## config.mk

```make
export PLATFORM = sky130hd
export DESIGN_NAME = cond_unit
export DESIGN_NICKNAME = d
export VERILOG_FILES = /design/src/rtl/cpu_pkg.sv /design/src/rtl/cond_check.sv /design/src/rtl/cond_unit.sv
export SDC_FILE = /design/constraint.sdc
export NUM_CORES = 1
export LEC_CHECK = 0
export CAP_MARGIN = 10
export CORE_MARGIN = 2
export CORE_UTILIZATION = 49
export CTS_CLUSTER_SIZE = 25
export DETAILED_ROUTE_END_ITERATION = 7
export PLACE_DENSITY = 0.88
export SYNTH_ARGS = -nofsm -noshare
export SYNTH_HDL_FRONTEND = slang
export SYNTH_SLANG_ARGS = --single-unit
```

## constraint.sdc

```tcl
create_clock -name clk -period 3.25 [get_ports clk]
set_input_delay 0.65 -clock clk [delete_from_list [all_inputs] [get_ports clk]]
set_output_delay 0.65 -clock clk [all_outputs]
set_load 0.03 [all_outputs]
```

## src/rtl/cpu_pkg.sv

```systemverilog
// Shared CPU definitions: condition codes and flag bit positions.
// Latency: n/a (types and constants only).
// Backpressure: n/a.
// Used by the decoder and by cond_unit / cond_check so both sides agree
// on the encoding of the condition field and the {N,Z,C,V} flag layout.
package cpu_pkg;

  typedef enum logic [3:0] {
    COND_EQ = 4'h0,
    COND_NE = 4'h1,
    COND_CS = 4'h2,
    COND_CC = 4'h3,
    COND_MI = 4'h4,
    COND_PL = 4'h5,
    COND_VS = 4'h6,
    COND_VC = 4'h7,
    COND_HI = 4'h8,
    COND_LS = 4'h9,
    COND_GE = 4'hA,
    COND_LT = 4'hB,
    COND_GT = 4'hC,
    COND_LE = 4'hD,
    COND_AL = 4'hE,
    COND_NV = 4'hF
  } cond_e;

  localparam int FLAG_N = 3;
  localparam int FLAG_Z = 2;
  localparam int FLAG_C = 1;
  localparam int FLAG_V = 0;

endpackage

```

## src/rtl/cond_check.sv

```systemverilog
// Condition evaluator: decides whether an instruction executes from its cond field.
// Latency: purely combinational, zero cycles.
// Backpressure: none; output follows inputs.
// Ports: cond   - instruction condition field [31:28]
//        flags  - registered {N,Z,C,V}
//        cond_ex- 1 when the condition passes
module cond_check
  import cpu_pkg::*;
(
  input  logic [3:0] cond,
  input  logic [3:0] flags,
  output logic       cond_ex
);

  logic n, z, c, v;

  assign n = flags[FLAG_N];
  assign z = flags[FLAG_Z];
  assign c = flags[FLAG_C];
  assign v = flags[FLAG_V];

  always_comb begin
    cond_ex = 1'b1;
    case (cond)
      COND_EQ: cond_ex = z;
      COND_NE: cond_ex = ~z;
      COND_CS: cond_ex = c;
      COND_CC: cond_ex = ~c;
      COND_MI: cond_ex = n;
      COND_PL: cond_ex = ~n;
      COND_VS: cond_ex = v;
      COND_VC: cond_ex = ~v;
      COND_HI: cond_ex = c & ~z;
      COND_LS: cond_ex = ~c | z;
      COND_GE: cond_ex = (n == v);
      COND_LT: cond_ex = (n != v);
      COND_GT: cond_ex = ~z & (n == v);
      COND_LE: cond_ex = z | (n != v);
      // AL and the 1111 encoding both execute unconditionally.
      default: cond_ex = 1'b1;
    endcase
  end

endmodule

```

## src/rtl/cond_unit.sv

```systemverilog
// Conditional-execution unit: gates decoder controls by the condition field, holds flags and event counters.
// Latency: gated controls are combinational (0 cycles); flag writes visible to cond_ex the next cycle.
// Backpressure: none; valid=0 marks a bubble and leaves all state untouched.
// Ports: clk, reset_n (async active-low); valid, cond, alu_flags, pcs, reg_w, mem_w,
//        flag_w, no_write from the decoder/ALU; pc_src, reg_write, mem_write, cond_ex,
//        flags, exec_cnt, squash_cnt out.
module cond_unit
  import cpu_pkg::*;
(
  input  logic        clk,
  input  logic        reset_n,
  input  logic        valid,
  input  logic [3:0]  cond,
  input  logic [3:0]  alu_flags,
  input  logic        pcs,
  input  logic        reg_w,
  input  logic        mem_w,
  input  logic [1:0]  flag_w,
  input  logic        no_write,
  output logic        pc_src,
  output logic        reg_write,
  output logic        mem_write,
  output logic        cond_ex,
  output logic [3:0]  flags,
  output logic [15:0] exec_cnt,
  output logic [15:0] squash_cnt
);

  logic taken;
  logic squashed;

  // Evaluated against the registered flags, so an instruction never sees
  // the flags it is itself writing.
  cond_check u_cond_check (
    .cond    (cond),
    .flags   (flags),
    .cond_ex (cond_ex)
  );

  assign taken    = valid & cond_ex;
  assign squashed = valid & ~cond_ex;

  assign pc_src    = pcs   & taken;
  assign reg_write = reg_w & taken & ~no_write;
  assign mem_write = mem_w & taken;

  // N,Z and C,V are independently write-enabled so logical ops can leave C,V alone.
  always_ff @(posedge clk or negedge reset_n) begin
    if (!reset_n) begin
      flags <= 4'b0000;
    end else begin
      if (taken & flag_w[1]) flags[FLAG_N:FLAG_Z] <= alu_flags[FLAG_N:FLAG_Z];
      if (taken & flag_w[0]) flags[FLAG_C:FLAG_V] <= alu_flags[FLAG_C:FLAG_V];
    end
  end

  // Free-running 16-bit event counters; wrap naturally at 0xFFFF.
  always_ff @(posedge clk or negedge reset_n) begin
    if (!reset_n) begin
      exec_cnt   <= 16'h0000;
      squash_cnt <= 16'h0000;
    end else begin
      if (taken)    exec_cnt   <= exec_cnt + 16'd1;
      if (squashed) squash_cnt <= squash_cnt + 16'd1;
    end
  end

endmodule

```

==> results of run 1 <==
==> synth_stat cells, types with 2 or more instances <==
master	instances	share of area [%]
dfrtp_1	36	40
o21ai_1	2	0.44
buf_6	2	0.99
and3b_1	2	0.77
mux2i_1	2	0.88
nor3_1	7	1.5
and3_1	20	5.5
xnor2_1	16	6.2
nand2_1	10	1.6
inv_1	4	0.66
clkbuf_1	3	0.49
nand4_1	3	0.82
buf_4	4	1.3
nor2b_1	5	1.4
and4b_1	2	0.88
buf_2	3	0.66
nand3_1	11	2.4
nor3b_1	3	0.99
o211ai_2	2	1.1
nor2_1	7	1.2
nor4_2	8	4.4
nor4b_2	5	3.3
ha_1	2	1.1
a32oi_1	13	5.0
mux2_1	6	3.0
xor2_1	16	6.2
==> sequential cells by signal, indices dropped and copies added (netlist names) <==
signal	flops
flags	4
exec_cnt	16
squash_cnt	16
==> per-stage QoR <==
step | power, mW | hold WS [ns] | area [µm²] | cells
after CTS | 1.914 | 0.4746 | 2994 | 325
final | 1.904 | 0.4695 | 3013 | 325
after global routing | 2.007 | 0.4955 | 3013 | 325
after floorplan | 1.245 | 0.3544 | 2277 | 209
after detailed placement | 1.581 | 0.4652 | 2904 | 317
after global placement | 1.562 | 0.4542 | 2904 | 317
==> power groups by stage <==
stage | combinational [mW] | clock, mW | sequential (mW)
after global routing | 0.944 | 0.356 | 0.706
after CTS | 0.889 | 0.338 | 0.686
final | 0.887 | 0.329 | 0.689
after detailed placement | 0.886 | 0 | 0.694
after global placement | 0.871 | 0 | 0.691
after floorplan | 0.385 | 0 | 0.860
==> worst paths after layout <==
| path | to | depth (start not counted) |
|---|---|---|
| setup / recovery | reg_write | 8 |
| min in group asynchronous | squash_cnt[13] | 2 |
| setup reg to reg | squash_cnt[1] | 6 |
| max in group asynchronous | exec_cnt[12] | 2 |
| hold reg to reg | squash_cnt[15] | 1 |
| hold / removal | squash_cnt[15] | 1 |
==> placed cells by master, fill, tap and decap left out, types with 3 or more instances in the layout <==
master	synthesis	layout
nand2_1	10	10
a32oi_1	13	13
nor3_1	7	6
nor2_1	7	7
xnor2_1	16	16
mux2_1	6	6
nor4b_2	5	5
clkdlybuf4s50_1	0	50
xor2_1	16	16
and3_1	20	20
buf_4	4	15
clkbuf_8	0	6
nand3_1	11	11
nor2b_1	5	5
dfrtp_1	36	36
nor4_2	8	8
inv_1	4	4
nand4_1	3	3
==> critical path, stage by stage <==
cell and delay, ns:
clkdlybuf4s50_1 0.55, buf_4 0.18, and4b_1 0.24, nor4_4 0.05, o211ai_4 0.27, a22oi_2 0.15
nor3b_1 0.21, buf_4 0.19
==> layout make-up <==
type                    count  area, µm²  share of cell area, %
multi-input cells         157       1292                  42.90
well taps                  52      65.06                  2.159
flip-flops and latches     36      900.9                  29.90
clock buffers               8      90.09                  2.990
inverters                   4      15.01                 0.4983
repair buffers             68      649.4                  21.55
==> timing repair <==
| action | in CTS | in global routing |
|---|---|---|
| resized for setup | 0 | 5 |
| endpoints found under the hold margin | 0 | 0 |
| setup endpoints to repair | 0 | 3 |
==> cells by family after synthesis <==
logic type,after synthesis
adder cells (fa/ha/maj),2
XOR/XNOR,32
buffers and inverters,16
AND/OR/NAND/NOR,90
multiplexers,8
AO/OA/AOI/OAI,25
flip-flops,36
==> routing by layer <==
metal	up-vias	global-route usage, %	part of all wire, %	routed length (µm)
li1	906	-	-	-
met1	895	27.50	45	2260
met2	68	32.21	48	2424
met3	6	4.861	5.9	297
met4	0	4.612	0.99	50
met5	-	0	0	0
==> results_dict.tcl, run 1 <==
set metrics [dict create \
    synth_edf_count 0 \
    setup_viol 0 \
    grt_pass1_vias 1755 \
    crit_required_ns 2.60 \
    synth-seq-area-share_pct 39.56 \
    worstSetupStartpoint "cond[0]" \
    grt-ovfl-total 0 \
    fillers 336 \
    hold_viol_final 0 \
    grt_pass1_wl_mm 8.280 \
    drtAntennaViolNets 0 \
    start_util_pct 51.59 \
    hp-class "flop to flop" \
    synth_fa_ha_area_share_pct 1.099 \
    seq_power_share_pct 36.2 \
    async_flop_share_pct 100.0 \
    cp-end-kind "output pin" \
    reg2reg_from "flags[0]" \
    ys.flop_type "dfrtp_1" \
    dp_slack_ns 0.03004 \
    cts_setup_buffers 0 \
    outcome "finished clean" \
    area_growth_pct 32.31 \
    power.internal_mw 1.093 \
    insertion_delay_ns 0.29 \
    drive_gt1_share_pct 16.48 \
    synth_mux_area_share_pct 3.846 \
    p_leak_nw 1.302 \
    globalplace.congestion 0.7975 \
    holdBufCountCts 0 \
    synth_top_family_by_area "simple AND/OR/NAND/NOR gates" \
    syn_area_mm2 0.002277 \
    layout_setup_ws_ns 0.09375 \
    yosysWarningCount 0 \
    antenna_cells 0 \
    hp-start "squash_cnt[15]" \
    syn_avg_cell_area_um2 10.90 \
    drc 0 \
    fin_crit_sh_pct 97.12 \
    fin_util_pct 68.25 \
    synth-xor-area-share_pct 12.31 \
    die_area_mm2 0.005209 \
    fin_tns_setup_ns 0 \
    clockBufferDepth 2 \
    rows 24 \
    synth-compound-area-share_pct 11.04 \
    power_switching_mw 0.8117 \
    die_y_um 72.17 \
    h-tree-depth 2 \
    ff2ff_setup_slack_ns 1.05 \
    synth-seq-cells 36 \
    cts_inserted_buffers 5 \
    worst_pin_slew_ns 0.4504 \
    p_per_area_mw_per_mm2 632.0 \
    start_kind "input pin" \
    design.core.area_mm2 0.004414 \
    fmax_mhz 316.8 \
    cts_sinks 36 \
    maxSlewViolCount 0 \
    maxCapViolCount 0 \
    clkSlewWorstSetupHoldPaths_ns 0.07 \
    routed_wl_mm 5.032 \
    io_buffers 56 \
    ios 57 \
    wl_per_cell_um 15.48 \
    arrival_ns 2.51 \
    place_hpwl_mm 3.651 \
    comb_power_share_pct 46.6 \
    cts_tree "yes" \
    ir_drop_mv 0.5108 \
    vias 1875 \
    yosys.area_share.simple_pct 28.02 \
    first_iter_violations 102 \
    antenna_found_initial 0 \
    ctsRootBufferMaster "clkbuf_8" \
    min_period_ns 3.156 \
    max_slew_margin_pct 69.97 \
    drtPass1Iterations 4 \
    cp_max_fo 7 \
    netlist_instances 209 \
    final_nets 291 \
    clockPowerShare_pct 17.3 \
    switching_share_pct 42.62 \
    via_per_inst 5.769 \
    fin_skew_ns 0.004396 \
    grt_util_all_layers_pct 20.05 \
    synth_fp_nets 228 \
    criticalPathCategory "input pin to output pin" \
    rsz0062_at_grt "false" \
    ys_types 41 \
    die_x_um 72.17 \
    grt_max_degree 37 \
]
(Power assumes the default switching activity.)
==> run 2: changes to the inputs <==
Settings changed: CORE_UTILIZATION 49 to 63, DONT_BUFFER_PORTS from default to 1, PLACE_DENSITY 0.88 to 0.79.
==> run 2 against run 1 <==
Against the previous run:
- final cell count down 21%
- largest cell class unchanged
- combinational power down 49%
- sequential share of layout area up 7.7 points
- register-to-register slack got worse by 0.14 ns
- worst setup slack better by 0.22 ns
- core utilization increased by 1.8 points
- design area is 21% lower
- sequential cell count unchanged
- clock-buffer cell count down 1
- die area is 21% lower
- critical path type is now flop to output pin
==> results_dict.tcl, run 2 (same netlist as run 1, synthesis figures left out) <==
set metrics [dict create \
    crit_family "flip-flops" \
    layout_setup_ws_ns 0.3173 \
    cp_max_fo 6 \
    arrival_ns 2.28 \
    maxCapViolCount 0 \
    vias 1672 \
    ios 57 \
    rows 21 \
    ctsRootBufferMaster "clkbuf_4" \
    p_per_area_mw_per_mm2 670.3 \
    area_growth_pct 5.110 \
    die_x_um 64.12 \
    hp-class "input pin to async pin" \
    globalplace.congestion 0.8166 \
    reg2reg_from "flags[3]" \
    grt_pass1_vias 1698 \
    cts_resized 0 \
    placed_area_mm2 0.002308 \
    worst_pin_slew_ns 0.4934 \
    cts_sinks 36 \
    fillers 289 \
    die_area_mm2 0.004111 \
    final_nets 231 \
    grt_max_degree 37 \
    place_hpwl_mm 3.282 \
    ir_drop_mv 0.4222 \
    drc 0 \
    grt_pass1_wl_mm 7.859 \
    crit_required_ns 2.60 \
    io_buffers 0 \
    ff2ff_setup_slack_ns 0.91 \
    outcome "finished clean" \
    fmax_mhz 341.0 \
    worst-path-stages 6 \
    design.core.area_mm2 0.003416 \
    drtPass1Iterations 4 \
    endpoint "reg_write" \
    finalInstanceArea_mm2 0.002394 \
    mostFrequentLayoutCells "36 x dfrtp_1, 20 x and3_1, 16 x xor2_1, 16 x xnor2_1, 13 x a32oi_1" \
    cp_slowest_cell "dfrtp_1" \
    die_y_um 64.12 \
    p_leak_nw 1.048 \
    grt_util_all_layers_pct 24.10 \
    start_util_pct 66.67 \
    maxSlewViolCount 0 \
    drive_gt1_share_pct 16.98 \
    fin_tns_setup_ns 0 \
    cts_tree "yes" \
    grt-ovfl-total 0 \
    cp-end-kind "output pin" \
    min_period_ns 2.933 \
    insertion_delay_ns 0.33 \
    rsz0062_at_grt "false" \
    cts_inserted_buffers 5 \
    clockBufferDepth 2 \
    via_per_inst 6.481 \
    cp_slowest_stage_delay_ns 0.65 \
    worstPathCellList "xnor2_1 -> a311o_1 -> nand3_1 -> a22oi_2 -> nor3b_1 -> buf_4" \
    worstSetupStartpoint "flags[3]" \
    wl_per_cell_um 17.83 \
    holdBufCountCts 1 \
    cp_num_buf_inv 1 \
    max_slew_margin_pct 67.11 \
    h-tree-depth 2 \
    dp_slack_ns 0.6267 \
    holdWs_ns 0.1472 \
    final_common_cell "dfrtp_1" \
    antenna_found_initial 0 \
    start_kind "flop" \
    first_iter_violations 91 \
    clkSlewWorstSetupHoldPaths_ns 0.10 \
    antenna_cells 0 \
    routed_wl_mm 4.600 \
    setup_viol 0 \
    drtAntennaViolNets 0 \
    timing.reg2reg.worst_path_depth 6 \
    rr_endpoint "flags[3]" \
    fin_crit_sh_pct 90.24 \
    reg.largest.list "exec_cnt: 16 flops, squash_cnt: 16 flops, flags: 4 flops" \
    hold_viol_final 0 \
    fin_skew_ns 0.006586 \
    cts_setup_buffers 0 \
    criticalPathCategory "flop to output pin" \
]
run 2: cell count changes in the layout (fill, tap and decap cells not counted), sizes merged:
cell / before / now
clkdlybuf4s50: 50 / 0
clkbuf: 8 / 7
buf: 16 / 8
dlymetal6s2s: 2 / 0
run 2: metrics by stage:
stage	util [%]	instances	power, mW
floorplan	-	209	1.245
global placement	67.58	250	1.320
detailed placement	67.58	250	1.341
finish	70.07	258	1.604
CTS	70.07	258	1.614
global route	70.07	258	1.699
run 2: cell type report:
| type | count | area [µm²] | share of cell area, % |
|---|---|---|---|
| repair buffers | 8 | 72.57 | 3.032 |
| inverters | 4 | 15.01 | 0.6273 |
| well taps | 46 | 57.56 | 2.405 |
| flip-flops and latches | 36 | 900.9 | 37.64 |
| clock buffers | 7 | 65.06 | 2.718 |
| multi-input cells | 157 | 1282 | 53.58 |
run 2: report_power, final:
part           internal (mW)  switching (mW)
sequential             0.542           0.351
combinational          0.186           0.266
clock                  0.123           0.137
run 2: worst min path at each step:
stage	endpoint	startpoint	slack (ns)
after floorplan	exec_cnt[0]	reset_n	0.35
after global placement	squash_cnt[15]	reset_n	0.36
after detailed placement	squash_cnt[15]	reset_n	0.36
after CTS	squash_cnt[13]	reset_n	0.14
after global routing	squash_cnt[11]	reset_n	0.14
final	squash_cnt[9]	reset_n	0.15
run 2: worst reg2reg max path: stages (launching register included):
cell	delay, ns
dfrtp_1	0.65
xnor2_1	0.16
a311o_1	0.46
a31oi_4	0.19
buf_4	0.29
o211ai_2	0.14
mux2_1	0.34
run 2: per-layer routing:
metal  global-route usage, %  vias to the layer above  part of all wire (%)
met5                       0                        -                     0
met4                   6.117                        0                  0.96
met3                   7.042                        6                   6.8
met2                   40.23                       65                    49
met1                   30.71                      819                    44
li1                        -                      782                     -
==> run 3: changes to the inputs <==
Settings changed: CORE_UTILIZATION 63 to 60, PLACE_DENSITY 0.79 to 0.76.
==> run 3 against run 2 <==
Against the previous run:
- routed wire length grew 5.1%
- die area grew 4.7%
- via count grew 2.5%
- clock power grew 26%
- clock-buffer cell count shrank 1
- sequential power grew 0.8%
- design area grew 0.42%
- largest cell class unchanged
==> results_dict.tcl, run 3 (same netlist as run 1, synthesis figures left out) <==
set metrics [dict create \
    drtAntennaViolNets 0 \
    io_buffers 0 \
    drc 0 \
    worst_pin_slew_ns 0.4911 \
    first_iter_violations 77 \
    die_area_mm2 0.004304 \
    cts_resized 0 \
    cp_max_fo 6 \
    cp-end-kind "output pin" \
    ctsRootBufferMaster "clkbuf_8" \
    cts_tree "yes" \
    arrival_ns 2.23 \
    grt_max_degree 37 \
    fmax_mhz 347.7 \
    clkSlewWorstSetupHoldPaths_ns 0.07 \
    grt_pass1_vias 1699 \
    rows 22 \
    fin_tns_setup_ns 0 \
    antenna_found_initial 0 \
    vias 1713 \
    worstPathCellList "and4bb_1 -> nor4_4 -> o211ai_4 -> a22oi_2 -> nor2b_1 -> buf_4" \
    fin_crit_sh_pct 88.50 \
    start_util_pct 62.20 \
    area_growth_pct 5.550 \
    via_per_inst 6.588 \
    ir_drop_mv 0.5648 \
    dp_slack_ns 0.6361 \
    die_y_um 65.61 \
    drtPass1Iterations 4 \
    setup_viol 0 \
    cts_inserted_buffers 5 \
    max_slew_margin_pct 67.26 \
    layout_setup_ws_ns 0.3737 \
    ios 57 \
    min_period_ns 2.876 \
    grt_pass1_wl_mm 8.052 \
    maxSlewViolCount 0 \
    worstSetupStartpoint "flags[0]" \
    reg.largest.list "exec_cnt: 16 flops, squash_cnt: 16 flops, flags: 4 flops" \
    wl_per_cell_um 18.59 \
    grt_util_all_layers_pct 24.47 \
    drive_gt1_share_pct 16.98 \
    clockBufferDepth 2 \
    fin_util_pct 65.65 \
    maxCapViolCount 0 \
    holdBufCountCts 0 \
    globalplace.congestion 0.8257 \
    outcome "finished clean" \
    cts_sinks 36 \
    p_per_area_mw_per_mm2 696.2 \
    cts_setup_buffers 0 \
    rsz0062_at_grt "false" \
    p_leak_nw 1.052 \
    reg2reg_from "flags[0]" \
    routed_wl_mm 4.833 \
    start_kind "flop" \
    cp_slowest_cell "dfrtp_1" \
    mostFrequentLayoutCells "36 x dfrtp_1, 20 x and3_1, 16 x xor2_1, 16 x xnor2_1, 13 x a32oi_1" \
    place_hpwl_mm 3.462 \
    fin_skew_ns 0.006673 \
    die_x_um 65.61 \
    hp-class "input pin to async pin" \
    final_nets 230 \
    cp_slowest_stage_delay_ns 0.54 \
    criticalPathCategory "flop to output pin" \
    design.core.area_mm2 0.003661 \
    h-tree-depth 2 \
    antenna_cells 0 \
    total_power_mw 1.673 \
    final_common_cell "dfrtp_1" \
    crit_required_ns 2.60 \
    insertion_delay_ns 0.28 \
    grt-ovfl-total 0 \
    hold_viol_final 0 \
]
run 3: changes by cell type in the layout (fill, tap and decap cells not counted):
cell	before	now
clkbuf_8	2	6
buf_12	1	0
clkinv_2	0	2
clkbuf_4	5	0
run 3: critical path: cells and delay by family (launching register included):
kind / cells / cell delay, ns
simple gates: 3 / 0.77
compound gates: 2 / 0.46
buf+inv: 1 / 0.18
flops: 1 / 0.54
run 3: area by class of cell:
type | count | area, µm²
clock buffers | 6 | 82.58
clock inverters | 2 | 10.01
fillers | 301 | 1257
inverters | 4 | 15.01
multi-input cells | 157 | 1282
flip-flops and latches | 36 | 900.9
well taps | 48 | 60.06
repair buffers | 7 | 52.55
run 3: worst paths after layout:
kind | slack (ns) | cells past startpoint | endpoint
setup / recovery | 0.37 | 6 | pc_src
hold / removal | 0.05 | 0 | squash_cnt[14]
setup reg to reg | 0.91 | 6 | squash_cnt[1]
hold reg to reg | 0.68 | 1 | squash_cnt[15]
max in group asynchronous | 3.11 | 0 | exec_cnt[0]
min in group clk | 0.50 | 1 | flags[0]
run 3: metal layers:
layer	wire length (µm)	GRT usage [%]	up-vias	part of all wire (%)
met1	1920	30.93	837	40
li1	-	-	782	-
met3	423	7.877	8	8.8
met5	0	0	-	0
met4	79	9.896	0	1.6
met2	2410	38.78	86	50
run 3: where the power goes:
| group | internal [mW] | switching [mW] |
|---|---|---|
| clock | 0.169 | 0.158 |
| sequential | 0.542 | 0.358 |
| combinational | 0.185 | 0.262 |
| total | 0.896 | 0.778 |
run 3: through the flow:
step / hold slack (ns) / area, µm² / instances
2_1_floorplan: 0.3544 / 2277 / 209
3_3_place_gp: 0.3551 / 2311 / 252
3_5_place_dp: 0.3552 / 2311 / 252
4_1_cts: 0.04754 / 2404 / 260
5_1_grt: 0.02934 / 2404 / 260
6_report: 0.05326 / 2404 / 260
